$ cat config.mk
export PLATFORM = sky130hd
export DESIGN_NAME = seg7_scan_decoder
export DESIGN_NICKNAME = d
export VERILOG_FILES = /design/src/rtl/seg7_pkg.sv /design/src/rtl/seg7_pattern_decode.sv /design/src/rtl/seg7_scan_decoder.sv
export SDC_FILE = /design/constraint.sdc
export NUM_CORES = 1
export LEC_CHECK = 0
export BUFFER_PORTS_ARGS = -buffer_cell sky130_fd_sc_hd__buf_4
export CAP_MARGIN = 30
export CORE_MARGIN = 4
export CORE_UTILIZATION = 34
export CTS_BUF_LIST = sky130_fd_sc_hd__clkbuf_2 sky130_fd_sc_hd__clkbuf_4 sky130_fd_sc_hd__clkbuf_8
export DETAILED_ROUTE_END_ITERATION = 8
export MAX_ROUTING_LAYER = met4
export PLACE_DENSITY_LB_ADDON = 0.12
export SYNTH_ARGS = -nofsm -noshare
export SYNTH_HDL_FRONTEND = slang
export SYNTH_SLANG_ARGS = --single-unit
$ cat constraint.sdc
create_clock -name clk -period 4.5 [get_ports clk]
set_input_delay 0.225 -clock clk [delete_from_list [all_inputs] [get_ports clk]]
set_output_delay 0.225 -clock clk [all_outputs]
set_load 0.01 [all_outputs]
$ cat src/rtl/seg7_pkg.sv
// seg7_pkg: shared 7-segment code table, blank code and scan FSM states
package seg7_pkg;
    localparam logic [6:0] SEG7_BLANK = 7'h7F;
    localparam logic [6:0] SEG7_HEX [16] = '{
        7'h40, 7'h79, 7'h24, 7'h30, 7'h19, 7'h12, 7'h02, 7'h78,
        7'h00, 7'h18, 7'h08, 7'h03, 7'h46, 7'h21, 7'h06, 7'h0E
    };
    typedef enum logic {SETTLE, HOLD} state_t;
    function automatic logic [6:0] seg7_encode(input logic [3:0] n);
        return SEG7_HEX[n];
    endfunction
endpackage

$ cat src/rtl/seg7_pattern_decode.sv
// seg7_pattern_decode: active-low segment pattern to hex nibble / blank flag
module seg7_pattern_decode
    import seg7_pkg::*;
(
    input  logic [6:0] seg,
    output logic       hit,
    output logic       blank,
    output logic [3:0] nibble
);
    assign blank = seg == SEG7_BLANK;
    // reverse lookup through the encoder's own table
    always_comb begin
        hit = 1'b0;
        nibble = '0;
        for (int i = 0; i < 16; i++)
            if (seg == SEG7_HEX[i]) begin
                hit = 1'b1;
                nibble = 4'(i);
            end
    end
endmodule

$ cat src/rtl/seg7_scan_decoder.sv
// seg7_scan_decoder: recovers the hex word shown on a multiplexed active-low 7-seg bus
module seg7_scan_decoder
    import seg7_pkg::*;
#(
    parameter int NUM_DIGITS    = 4,
    parameter int STABLE_CYCLES = 16
) (
    input  logic                    clk,
    input  logic                    rst_n,
    input  logic [6:0]              seg,
    input  logic [NUM_DIGITS-1:0]   an,
    input  logic                    clear,
    output logic [4*NUM_DIGITS-1:0] value,
    output logic [NUM_DIGITS-1:0]   digit_valid,
    output logic [NUM_DIGITS-1:0]   digit_blank,
    output logic                    bad_pattern,
    output logic                    frame_done
);
    localparam int CW = $clog2(STABLE_CYCLES) + 1;
    logic [NUM_DIGITS+6:0] s_q, d;
    logic [NUM_DIGITS-1:0] seen, cap_mask;
    logic [CW-1:0] cnt, cnt_n;
    state_t state, state_n;
    logic same, sel, cap, hit, blk;
    logic [3:0] nib;
    assign d = {an, seg};
    assign same = d == s_q;
    assign sel = $onehot(~an);
    assign cap_mask = cap ? ~s_q[NUM_DIGITS+6:7] : '0;
    seg7_pattern_decode u_dec (.seg(s_q[6:0]), .hit(hit), .blank(blk), .nibble(nib));
    // stability counting: capture once the incoming sample repeats a full dwell
    always_comb begin
        state_n = state;
        cnt_n = cnt;
        cap = 1'b0;
        if (state == SETTLE) begin
            if (!same || !sel) cnt_n = '0;
            else if (cnt == CW'(STABLE_CYCLES - 1)) begin
                cap = 1'b1;
                state_n = HOLD;
                cnt_n = '0;
            end else cnt_n = cnt + CW'(1);
        end else if (!same) begin
            state_n = SETTLE;
            cnt_n = '0;
        end
    end
    // sample register, FSM state and captured digit state
    always_ff @(posedge clk or negedge rst_n) begin
        if (!rst_n) begin
            s_q <= '0;
            state <= SETTLE;
            cnt <= '0;
            value <= '0;
            digit_valid <= '0;
            digit_blank <= '0;
            seen <= '0;
            bad_pattern <= 1'b0;
            frame_done <= 1'b0;
        end else begin
            s_q <= d;
            if (clear) begin
                state <= SETTLE;
                cnt <= '0;
                value <= '0;
                digit_valid <= '0;
                digit_blank <= '0;
                seen <= '0;
                bad_pattern <= 1'b0;
                frame_done <= 1'b0;
            end else begin
                state <= state_n;
                cnt <= cnt_n;
                bad_pattern <= cap && !hit && !blk;
                frame_done <= &seen;
                seen <= ((&seen) ? '0 : seen) | cap_mask;
                for (int k = 0; k < NUM_DIGITS; k++)
                    if (cap_mask[k]) begin
                        if (hit) value[4*k +: 4] <= nib;
                        else if (blk) value[4*k +: 4] <= '0;
                        digit_valid[k] <= hit;
                        digit_blank[k] <= blk;
                    end
            end
        end
    end
endmodule
======== Word level (Yosys, flattened, before mapping) ========
Index checks and enable logic that the tools add are counted.
operators by class
  multiply operators ...................... 0
  bitwise gates (word level) .............. 3
  $add $sub $neg .......................... 4
  mux-type cells .......................... 64
  div/mod/pow operators ................... 0
  magnitude comparators ................... 0
  reduce and logical (&&, ||, !) cells .... 18
  shifts and indexed selects .............. 0
  equality and inequality tests ........... 20
operator list
  operator               count
  $mux W4                19
  $eq A7 B7 Y1 const B   5
  $mux W1                33
  $mux W5                5
  $eq A7 B5 Y1 const B   3
  $eq A7 B6 Y1 const B   3
  $mux W16               1
  $eq A7 B2 Y1 const B   2
  $eq A7 B4 Y1 const B   2
  $mux W3                4
  $eq A11 B11 Y1         1
  $not A4 Y4             2
  $reduce_and A2 Y1      4
  $reduce_bool A2 Y1     4
  $eq A7 B3 Y1 const B   1
  $logic_not A7 Y1       1
  $add A5 B1 Y5 const B  1
  $eq A5 B4 Y1 const B   1
  $add A1 B1 Y2          2
  $logic_not A1 Y1       4
  $mux W2                2
  $or A4 B4 Y4           1
  $reduce_and A4 Y1      1
  $add A2 B2 Y3          1
  5 further kinds        6
storage, ports and cells
  memories ................................ 0
  output and inout bits ................... 26
  input port bits ......................... 14
  bits in latches ......................... 0
  register bits ........................... 47
  logic and storage cells ................. 127
  memory bits (writable) .................. 0
  bits in read-only memories .............. 0

======== Longest topological paths before layout ========
  depth after elaboration ................. 21
  gate-level depth with buffers ........... 11
  mapped depth without buffers ............ 10

======== By module ========
Synthesis repeated with hierarchy kept, for this count alone.
second synthesis, totals
  cell total of the unflattened synthesis .. 262
  area, all modules ....................... 2680.1 um^2
modules (own cells, without submodules)
  module               instances  cells each  sequential area each (um^2)  area each (um^2)
  seg7_scan_decoder    1          198         1176.1                       2244.7
  seg7_pattern_decode  1          64          0.0                          435.4

======== Least setup slack after synthesis ========
No wires, ideal clock.
  path type ............................... in2reg
  start point ............................. in an[0]
  end point ............................... reg digit_valid[0]
  data required time ...................... 4.422 ns
  setup slack ............................. 1.718 ns
  data arrival time ....................... 2.704 ns
  library setup time ...................... 0.078 ns
  path buffers ............................ 1
  stages on the path ...................... 11
  path through ............................ fa_1 -> inv_1 -> ha_1 -> ha_1 -> nor2_1 -> nand2_1 -> or4_1 -> or3_1 -> buf_6 -> or2_0 -> a21oi_1
on the way
  word-level cells in the longest chain between the ends .. 10
  elaborated cells between the ends (all ways) .. 12
  those cells by class .................... add/sub: 2; eq/ne: 2; mux: 3; bitwise: 1; reduce/logical: 4
RTL lines
  what                                 line                     source
  start: declaration                   seg7_scan_decoder.sv:11  input logic [NUM_DIGITS-1:0] an,
  $not A4 Y4                           seg7_scan_decoder.sv:28  assign sel = $onehot(~an);
  $add A1 B1 Y2 (implied by the code)  seg7_scan_decoder.sv:28
  $add A2 B2 Y3 (implied by the code)  seg7_scan_decoder.sv:28
  $eq A3 B1 Y1                         seg7_scan_decoder.sv:28
  $logic_not A1 Y1                     seg7_scan_decoder.sv:37  if (!same || !sel) cnt_n = '0;
  $logic_or A1 B1 Y1 (*)               seg7_scan_decoder.sv:37
  $mux W1 (*)                          seg7_scan_decoder.sv:37
  $mux W1 (*)                          seg7_scan_decoder.sv:36  if (state == SETTLE) begin
  $mux W4 (*)                          seg7_scan_decoder.sv:29  assign cap_mask = cap ? ~s_q[NUM_DIGITS+6:7] : '0;
  $reduce_bool A2 Y1 (no line) (*)     -
  end signal: indexed assignment       seg7_scan_decoder.sv:81  digit_valid[k] <= hit;
  end: declaration                     seg7_scan_decoder.sv:14  output logic [NUM_DIGITS-1:0] digit_valid,
Mark *: on every way between the ends. The rest lies on a longest branch, timed or not.
A chain may end at the register's enable or synchronous reset.

======== Final worst setup path ========
  start point ............................. in an[0]
  end point ............................... reg digit_valid[1]
Same word-level chain as after synthesis.

==> flow_summary_export.csv <==
group,metric,value,unit
status,status,"finished clean",
setup_path,critPathLaunchType,"input pin",
sta,finalCriticalPeriod,2.81,ns
sta,period_share,0.625,
routing,wl,6040,µm
routing,dr.pass1.iters,4,
power,power_density,287,nW/µm²
setup_path,arrival,3.05,ns
sta,worstMarginPinSlew,0.868,ns
synth,netlist_area,2530,µm²
sta,hold_viol,0,
synth,synth_area_per_cell,9.77,µm²
synth,ys_seq_elements,47,
die,placeableCoreArea,7250,µm²
setup_path,endpoint_kind,"flip-flop",
sta,max_clock_freq,0.356,GHz
setup_path,worst_ep_required_time,4.74,ns
clock_network,cts.path.max_buffers,2,
cells_and_area,utilization,0.408,
clock_network,cts.sinks,47,
clock_network,clkSlewWorstSetupHoldPaths,0.10,ns
synth,ys_types,42,
placement,dpl_cell_area,2840,µm²
setup_path,startpoint,"an[0]",
power,leakagePower,0.00135,µW
synth,synth_edf_count,0,
cells_and_area,stdcell_area,2960,µm²
routing,first_iter_violations,131,
sta,finalSetupTns,0,ns
setup_path,r2r_start,"s_q[6]",
hold_path,holdCritPathClass,"in -> reg",
die,die_y,94.3,µm
cells_and_area,layout_commonest_cell,"dfrtp_1",
synth,synthFlopType,"dfrtp_1",
sta,clock_skew,0.0179,ns
clock_network,cts_tree,"built",
die,fp.dieW,94.3,µm
cells_and_area,n_fill_cell,750,
die,start_util,0.349,
cells_and_area,layout_common_cells,"47 x dfrtp_1, 40 x buf_4, 22 x nor2_1, 22 x a21oi_1, 19 x nand2_1",
routing,drc,0,
placement,io_buffers,39,
sta,drv_slew,0,
clock_network,cts_setup_buffers,0,
die,die_area,8880,µm²
synth,synthesis.nets,277,
setup_path,cp_max_fo,7,
hold_path,min_from,"an[2]",
cells_and_area,syn2layout_area_growth,17.1,%
global_routing,grt_pass1_vias,1898,
power,vdd_ir_drop_max,0.000159,V
cells_and_area,drive_above_1_share,0.176,
global_routing,grt_use_total,0.148,
routing,wire_per_inst,15.6,µm
global_routing,grt_pass1_wl,9990,µm
clock_network,numCtsBuffers,5,
setup_path,rrSetupSlack,1.98,ns
setup_path,critical_path_class,"in -> reg",
sta,setup_viol,0,
cells_and_area,fin_nets,306,
global_routing,antenna_found_initial,0,
synth,yosys_warnings,0,
sta,max-slew-margin-rel,0.418,
power,finalPower,849,µW
synth,yosysSeqAreaShare,0.465,
routing,route.detailed.vias_per_inst,5.21,
sta,hold_slack,0.0367,ns
routing,postRouteAntennaNets,0,
die,row_count,31,
synth,async_flop_share,1.00,
routing,vias,2020,
global_routing,grt_start_max_net_pins,48,
cells_and_area,diodes,0,
job,drv_cap,0,
die,boundaryPins,40,
global_routing,grt-ovfl-total,0,
placement,dpl.hpwl,4150,µm
synth,syn_inst,259,
placement,gp_congestion,0.790,
sta,rsz0062_at_grt,"no",
clock_network,cts_root_buffer,"clkbuf_8",
clock_network,worstSkewPairLatency,0.32,ns
clock_network,htreeDepth,2,
[state kept, by name, indices dropped and copies added (netlist names)]
register	cells
frame_done	1
cnt	5
state	1
seen	4
digit_valid	4
digit_blank	4
bad_pattern	1
s_q	11
value	16
[final timing paths]
check	depth (start not counted)	endpoint
worst max-delay path	11	digit_valid[1]
worst min-delay path	1	s_q[9]
worst max register to register	6	digit_valid[1]
worst min register to register	2	seen[2]
max in group asynchronous	2	value[14]
min in group asynchronous	2	value[9]
[metal layers]
layer / track usage / vias to the layer above / wire, µm
met5: - / - / 0
met4: 0.0325 / 0 / 55
met3: 0.0377 / 7 / 309
met2: 0.216 / 50 / 2680
met1: 0.209 / 981 / 2990
li1: - / 982 / -
[cell families (layout without fill, tap and decap cells)]
kind of cell	count (synthesis)	count (layout)	share of synthesized area
adders and majority gates	4	4	0.0228
and+or+nand+nor	108	108	0.238
muxes	12	12	0.0475
DFF	47	47	0.465
buffers and inverters	24	54	0.0544
xor gates and xnor gates	14	14	0.0485
AOI/OAI and AO/OA	50	50	0.124
[report_power, final]
group	internal (µW)	total [µW]	switching (µW)	leakage (µW)
logic	30.7	73.9	43.2	0.000663
clock network	169	328	159	0.0000587
registers	429	447	18.1	0.000631
[through the flow]
stage,instances,setup WS (ns)
finish,388,1.69
CTS,388,1.70
floorplan,259,1.72
global placement,379,1.41
global route,388,1.53
detailed placement,379,1.38
[cell type report]
cell class              instances  area (µm²)  area share
multi-input cells             188        1220       0.411
clock buffers                   5        68.8      0.0232
flip-flops and latches         47        1180       0.397
well taps                      99         124      0.0418
repair buffers                 41         310       0.105
inverters                       5        18.8     0.00634
clock inverters                 3        47.5      0.0161
[Yosys cell counts, types with 2 or more instances]
cell type | number | area (µm²)
dfrtp_1 | 47 | 1180
a21oi_1 | 22 | 110
nor2_1 | 22 | 82.6
nand2_1 | 19 | 71.3
nand3_1 | 13 | 65.1
xor2_1 | 13 | 114
mux2i_1 | 12 | 120
buf_2 | 8 | 40.0
nand2b_1 | 8 | 50.1
o2bb2ai_1 | 8 | 70.1
o21ai_0 | 7 | 35.0
or3_1 | 7 | 43.8
clkbuf_1 | 6 | 22.5
buf_6 | 5 | 56.3
inv_1 | 5 | 18.8
nand4_1 | 5 | 31.3
nor3_1 | 5 | 25.0
or2_0 | 4 | 25.0
a211oi_1 | 3 | 22.5
a31oi_1 | 3 | 18.8
ha_1 | 3 | 37.5
nand3b_1 | 3 | 22.5
nor2b_1 | 3 | 18.8
nor3b_1 | 3 | 22.5
nor4_1 | 3 | 18.8
nor4b_1 | 3 | 26.3
a22oi_1 | 2 | 15.0
and4_1 | 2 | 17.5
o211ai_1 | 2 | 15.0
[repair_timing]
item                                   in CTS  in global routing
gates resized for setup                     0                  0
hold buffers                                1                  0
endpoints found under the hold margin      47                  0
[worst max-delay path: stages]
cell	delay [ns]
buf_4	0.13
fa_1	0.53
inv_1	0.04
ha_1	0.17
ha_1	0.27
nor2_1	0.17
nand2_1	0.13
or4_1	0.51
or3_1	0.50
or2_0	0.27
a21oi_1	0.12
No activity file was read; power rests on OpenSTA's default activity.
